==> src/rtl/ps2_scan_ctrl.sv <==
// ps2_scan_ctrl: clk-domain sequencer between the ps2_keyboard receiver FIFO and the
// display/counter logic. Pops FIFO bytes with a ready/nextdata_n handshake, parses the
// E0 (extended) and F0 (break) prefixes, emits one key event per complete scancode
// sequence, and tracks the held key plus a wrapping fresh-press counter.
//
// Optional build feature: define TYPEMATIC_FILTER_EN to suppress key_valid for
// typematic repeat makes (key_code/key_ext/key_break then hold their previous values).
// press_count and key_down behave the same in both builds.
//
// Ports:
//   clk          in   system clock, all state on rising edge
//   clr          in   asynchronous active-high reset
//   ps2_data_in  in   [7:0] FIFO head byte
//   ps2_ready    in   FIFO non-empty
//   ps2_overflow in   FIFO overflow flag
//   nextdata_n   out  active-low pop strobe (one cycle per byte)
//   key_valid    out  one-cycle event strobe
//   key_code     out  [7:0] scancode of the last event
//   key_ext      out  last event was E0-prefixed
//   key_break    out  last event was a release
//   key_down     out  a key is currently held
//   press_count  out  [CNT_W-1:0] fresh-press count, wraps
//   err          out  sticky overflow seen
module ps2_scan_ctrl #(
  parameter int unsigned TIMEOUT_CYC = 1000000,
  parameter int unsigned CNT_W       = 8
) (
  input  logic             clk,
  input  logic             clr,
  input  logic [7:0]       ps2_data_in,
  input  logic             ps2_ready,
  input  logic             ps2_overflow,
  output logic             nextdata_n,
  output logic             key_valid,
  output logic [7:0]       key_code,
  output logic             key_ext,
  output logic             key_break,
  output logic             key_down,
  output logic [CNT_W-1:0] press_count,
  output logic             err
);

  localparam int unsigned TW = (TIMEOUT_CYC > 1) ? $clog2(TIMEOUT_CYC) : 1;
  localparam logic [TW-1:0] ToLast = TW'(TIMEOUT_CYC - 1);

  localparam logic [7:0] ByteExt = 8'hE0;
  localparam logic [7:0] ByteBrk = 8'hF0;

  localparam logic [1:0] StIdle   = 2'd0;
  localparam logic [1:0] StPop    = 2'd1;
  localparam logic [1:0] StSettle = 2'd2;
  localparam logic [1:0] StParse  = 2'd3;

  logic [1:0]       state_q, state_d;
  logic [7:0]       byte_q, byte_d;
  logic             ext_p_q, ext_p_d;
  logic             brk_p_q, brk_p_d;
  logic [TW-1:0]    to_cnt_q, to_cnt_d;
  logic [7:0]       held_code_q, held_code_d;
  logic             held_ext_q, held_ext_d;
  logic             valid_q, valid_d;
  logic [7:0]       code_q, code_d;
  logic             ext_q, ext_d;
  logic             brk_q, brk_d;
  logic             down_q, down_d;
  logic [CNT_W-1:0] cnt_q, cnt_d;
  logic             err_q, err_d;

  logic is_make;
  logic is_match;
  logic is_repeat;
  logic emit;

  // Event classification for the byte currently being parsed; prefix flags are the
  // values accumulated before this byte.
  always_comb begin
    is_make   = ~brk_p_q;
    is_match  = (ext_p_q == held_ext_q) && (byte_q == held_code_q);
    is_repeat = is_make && down_q && is_match;
`ifdef TYPEMATIC_FILTER_EN
    emit      = ~is_repeat;
`else
    emit      = 1'b1;
`endif
  end

  always_comb begin
    state_d     = state_q;
    byte_d      = byte_q;
    ext_p_d     = ext_p_q;
    brk_p_d     = brk_p_q;
    to_cnt_d    = to_cnt_q;
    held_code_d = held_code_q;
    held_ext_d  = held_ext_q;
    valid_d     = 1'b0;
    code_d      = code_q;
    ext_d       = ext_q;
    brk_d       = brk_q;
    down_d      = down_q;
    cnt_d       = cnt_q;
    err_d       = err_q;

    case (state_q)
      StIdle: begin
        if (ps2_ready) begin
          byte_d   = ps2_data_in;
          to_cnt_d = '0;
          state_d  = StPop;
        end else if (ext_p_q || brk_p_q) begin
          // A prefix left waiting too long is stale; drop it silently.
          if (to_cnt_q == ToLast) begin
            ext_p_d  = 1'b0;
            brk_p_d  = 1'b0;
            to_cnt_d = '0;
          end else begin
            to_cnt_d = to_cnt_q + TW'(1);
          end
        end
      end
      StPop:    state_d = StSettle;
      // Dead cycle so ps2_ready reflects the new FIFO head before IDLE samples it.
      StSettle: state_d = StParse;
      StParse: begin
        state_d = StIdle;
        if (byte_q == ByteExt) begin
          ext_p_d = 1'b1;
        end else if (byte_q == ByteBrk) begin
          brk_p_d = 1'b1;
        end else begin
          if (is_make && !is_repeat) begin
            cnt_d       = cnt_q + CNT_W'(1);
            down_d      = 1'b1;
            held_code_d = byte_q;
            held_ext_d  = ext_p_q;
          end else if (!is_make && is_match) begin
            down_d = 1'b0;
          end
          if (emit) begin
            valid_d = 1'b1;
            code_d  = byte_q;
            ext_d   = ext_p_q;
            brk_d   = brk_p_q;
          end
          ext_p_d = 1'b0;
          brk_p_d = 1'b0;
        end
      end
      default: state_d = StIdle;
    endcase

    // Overflow discards any pending prefix; an event parsed this cycle already used
    // the pre-clear flags above.
    if (ps2_overflow) begin
      err_d   = 1'b1;
      ext_p_d = 1'b0;
      brk_p_d = 1'b0;
    end
  end

  always_ff @(posedge clk or posedge clr) begin
    if (clr) begin
      state_q     <= StIdle;
      byte_q      <= 8'h00;
      ext_p_q     <= 1'b0;
      brk_p_q     <= 1'b0;
      to_cnt_q    <= '0;
      held_code_q <= 8'h00;
      held_ext_q  <= 1'b0;
      valid_q     <= 1'b0;
      code_q      <= 8'h00;
      ext_q       <= 1'b0;
      brk_q       <= 1'b0;
      down_q      <= 1'b0;
      cnt_q       <= '0;
      err_q       <= 1'b0;
    end else begin
      state_q     <= state_d;
      byte_q      <= byte_d;
      ext_p_q     <= ext_p_d;
      brk_p_q     <= brk_p_d;
      to_cnt_q    <= to_cnt_d;
      held_code_q <= held_code_d;
      held_ext_q  <= held_ext_d;
      valid_q     <= valid_d;
      code_q      <= code_d;
      ext_q       <= ext_d;
      brk_q       <= brk_d;
      down_q      <= down_d;
      cnt_q       <= cnt_d;
      err_q       <= err_d;
    end
  end

  // Decoded from state so an async clear during POP releases the strobe at once.
  assign nextdata_n  = (state_q != StPop);
  assign key_valid   = valid_q;
  assign key_code    = code_q;
  assign key_ext     = ext_q;
  assign key_break   = brk_q;
  assign key_down    = down_q;
  assign press_count = cnt_q;
  assign err         = err_q;

endmodule

==> config.mk <==
export PLATFORM = sky130hd
export DESIGN_NAME = ps2_scan_ctrl
export DESIGN_NICKNAME = d
export VERILOG_FILES = /design/src/rtl/ps2_scan_ctrl.sv
export SDC_FILE = /design/constraint.sdc
export NUM_CORES = 1
export LEC_CHECK = 0
export CAP_MARGIN = 20
export CORE_MARGIN = 1.5
export CORE_UTILIZATION = 53
export CTS_BUF_LIST = sky130_fd_sc_hd__clkbuf_8 sky130_fd_sc_hd__clkbuf_16
export DETAILED_ROUTE_END_ITERATION = 10
export DONT_BUFFER_PORTS = 1
export GPL_ROUTABILITY_DRIVEN = 1
export PLACE_DENSITY = 0.68
export SYNTH_ARGS = -nofsm -noshare
export SYNTH_HDL_FRONTEND = slang
export SYNTH_SLANG_ARGS = --single-unit
export TNS_END_PERCENT = 100
==> constraint.sdc <==
create_clock -name clk -period 6 [get_ports clk]
set_clock_uncertainty 0.1 [all_clocks]
set_input_delay 1.8 -clock clk [delete_from_list [all_inputs] [get_ports clk]]
set_output_delay 1.8 -clock clk [all_outputs]
set_load 0.01 [all_outputs]
==> flow_metrics.tcl <==
set metrics [dict create \
    status "finished clean" \
    cts_buffers 9 \
    drcViolationCount 0 \
    firstDrtPassIters 4 \
    ys_seq_area_share_pct 51.54 \
    ys_ff_latch 62 \
    cp-start-kind "flop" \
    switchingPower_uw 552.5 \
    grt_pass1_wl_um 9384 \
    setup_viol 0 \
    dieArea_mm2 0.006141 \
    power_leakage_uw 0.001469 \
    synthMuxAreaShare_pct 7.398 \
    synth-main-ff-cell "dfrtp_1" \
    ios 34 \
    portBuffers 0 \
    grt_pass1_vias 1975 \
    die_y_um 78.37 \
    grt_max_degree 63 \
    crit_slowest_cell "dfrtp_1" \
    required_ns 4.10 \
    pre_cts_ws_ns 2.762 \
    htreeDepth 3 \
    grtUsageMet1_pct 27.47 \
    yosys-top-cells-area "dfrtp_1 52%, xor2_1 5.2%, nand2_1 4.7%, mux2_1 3.4%, mux2_2 3.4%" \
    critPathMostFrequentCell "inv_1" \
    syn-instance-count 277 \
    diodes 0 \
    drive_gt1_share_pct 13.29 \
    crit_fanout 3 \
    synth_commonest_cells "62 x dfrtp_1, 38 x nand2_1, 25 x nor2_1" \
    top_usage_layer "met2" \
    ys_async_sr_fraction_pct 100.0 \
    clkSinkCount 62 \
    hold_buffers 0 \
    yosysMostFrequentCell "dfrtp_1" \
    antenna_found_initial 0 \
    period_share_pct 49.65 \
    ant_nets 0 \
    dp.cells 343 \
    worst_path_largest_cell_delay_ns 0.40 \
    cts_setup_buffers 0 \
    synth_top_family_by_area "simple AND/OR/NAND/NOR gates" \
    fill_cells 463 \
    fin_ws_ns 3.021 \
    wirelength_um 5516 \
    met2_usage_pct 29.57 \
    grt.overflow.total 0 \
    synthesis.area_mm2 0.003010 \
    track_usage_pct 20.01 \
    globalRouteMet3Util_pct 5.116 \
    max_cap_violations 0 \
    fin_setup_tns_ns 0 \
    via_count 1970 \
    combPwrFrac_pct 28.3 \
    p_int_uw 917.8 \
    path_cells "inv_1, ha_1, inv_1" \
    vias_per_cell 5.503 \
    dp_hpwl_um 3745 \
    synth_edf_count 0 \
    initial_core_util_pct 54.67 \
    drtIter0Drc 105 \
    core_area_mm2 0.005507 \
    hold_violations 0 \
    critical_path_class "flop to output port" \
    fin_nets 300 \
    period_minus_slack_ns 2.979 \
    relSlewSlack_pct 44.48 \
    path_clk_slew_ns 0.07 \
    synth_fa_ha_area_share_pct 2.494 \
    wire_per_inst_um 15.41 \
    worst_slew_pin_slew_ns 0.8251 \
    rsz0062_at_grt "false" \
    gp_congestion 0.8339 \
    path_delay_family "flip-flops" \
    p_clk_share_pct 22.0 \
    p_per_area_mw_per_mm2 455.7 \
    cts_tree "done" \
    endpoint_kind "output port" \
    synthesis.nets 295 \
    synth_xor_area_share_pct 7.855 \
    final_max_slew_viol_count 0 \
    max_freq_mhz 335.7 \
    hp-class "flop to flop" \
    ir_drop_v 0.0002529 \
    cp_num_buf_inv 2 \
    synth_compound_area_share_pct 7.648 \
    cts_root_buffer "clkbuf_8" \
    yosysWarnings 0 \
    synth_top_cell_area_share_pct 51.54 \
    post_cts_resized 0 \
    syn_avg_cell_area_um2 10.87 \
    synth_cell_types 48 \
    synth-simple-area-share_pct 19.70 \
    seq_power_share_pct 49.7 \
    clock_insertion_delay_worst_skew_ns 0.34 \
    instances_no_fill 358 \
    cts_buffer_depth 2 \
    syn_to_final_growth_pct 7.190 \
    rows 27 \
    arrival_ns 1.08 \
    swShare_pct 37.58 \
    synth_top_area_cell "dfrtp_1" \
    die_w_um 78.37 \
]
## layout make-up
cell class	count	area (µm²)	share of cell area, %
Multi-Input combinational cell	197	1358	42.07
Clock buffer	11	151.4	4.692
Sequential cell	62	1551	48.08
Timing Repair Buffer	2	15.01	0.4653
Inverter	10	37.54	1.163
Clock inverter	4	23.77	0.7367
Tap cell	72	90.09	2.792
## flip-flops by register name, summed over array words and instances (netlist names), 2 cells and up
register / flops
state_q: 2
press_count: 8
byte_q: 8
held_code_q: 8
to_cnt_q: 20
key_code: 8
## stage by stage
step                      power [µW]  utilization (%)  hold WS [ns]  area, µm²
final                           1470            58.60        0.4136       3227
after global routing            1576            58.60        0.4278       3227
after CTS                       1489            58.60        0.4164       3227
after detailed placement        1157            55.42        0.4013       3052
after global placement          1137            55.42        0.3936       3052
after floorplan                 1064                -        0.3842       3010
## cell families (layout without fill, tap and decap cells)
kind of cell / count (synthesis) / in the layout
DFF: 62 / 62
muxes: 20 / 20
xor gates and xnor gates: 27 / 27
adders and majority gates: 6 / 6
and+or+nand+nor: 114 / 114
AOI/OAI and AO/OA: 30 / 30
buffers and inverters: 18 / 27
## final timing paths
path / start / endpoint / slack, ns / cells past startpoint
setup reg to reg: byte_q[3] / press_count[1] / 3.61 / 5
hold / removal: held_code_q[4] / held_code_q[4] / 0.41 / 1
min in group asynchronous: clr / to_cnt_q[13] / 1.46 / 2
hold reg to reg: held_code_q[4] / held_code_q[4] / 0.41 / 1
setup / recovery: state_q[1] / nextdata_n / 3.02 / 3
max in group asynchronous: clr / key_code[6] / 3.84 / 2
## power groups by stage
stage	combinational, µW	sequential (µW)	clock, µW
global placement	405	732	0
detailed placement	418	739	0
global route	474	753	348
CTS	422	733	334
finish	416	730	324
floorplan	371	692	0
## routing by layer
metal / part of all wire [%] / vias up
met4: 2.0 / 0
met2: 45 / 39
met5: 0 / -
met3: 4.7 / 11
met1: 48 / 954
li1: - / 966
## layout by cell type, fill, tap and decap left out, drive strengths merged, types with 3 or more instances in the layout
master  synthesis  final
dfrtp          62     62
nand2          39     39
nor2           28     28
xor2           18     18
mux2           18     18
nand3          11     11
clkbuf          3     11
inv            10     11
xnor2           9      9
nand4           9      9
o21ai           6      6
ha              6      6
a22o            4      4
a21oi           4      4
and3            4      4
a21o            4      4
nor3            3      3
o31ai           3      3
and4            3      3
nor4            3      3
(Power assumes the default switching activity.)
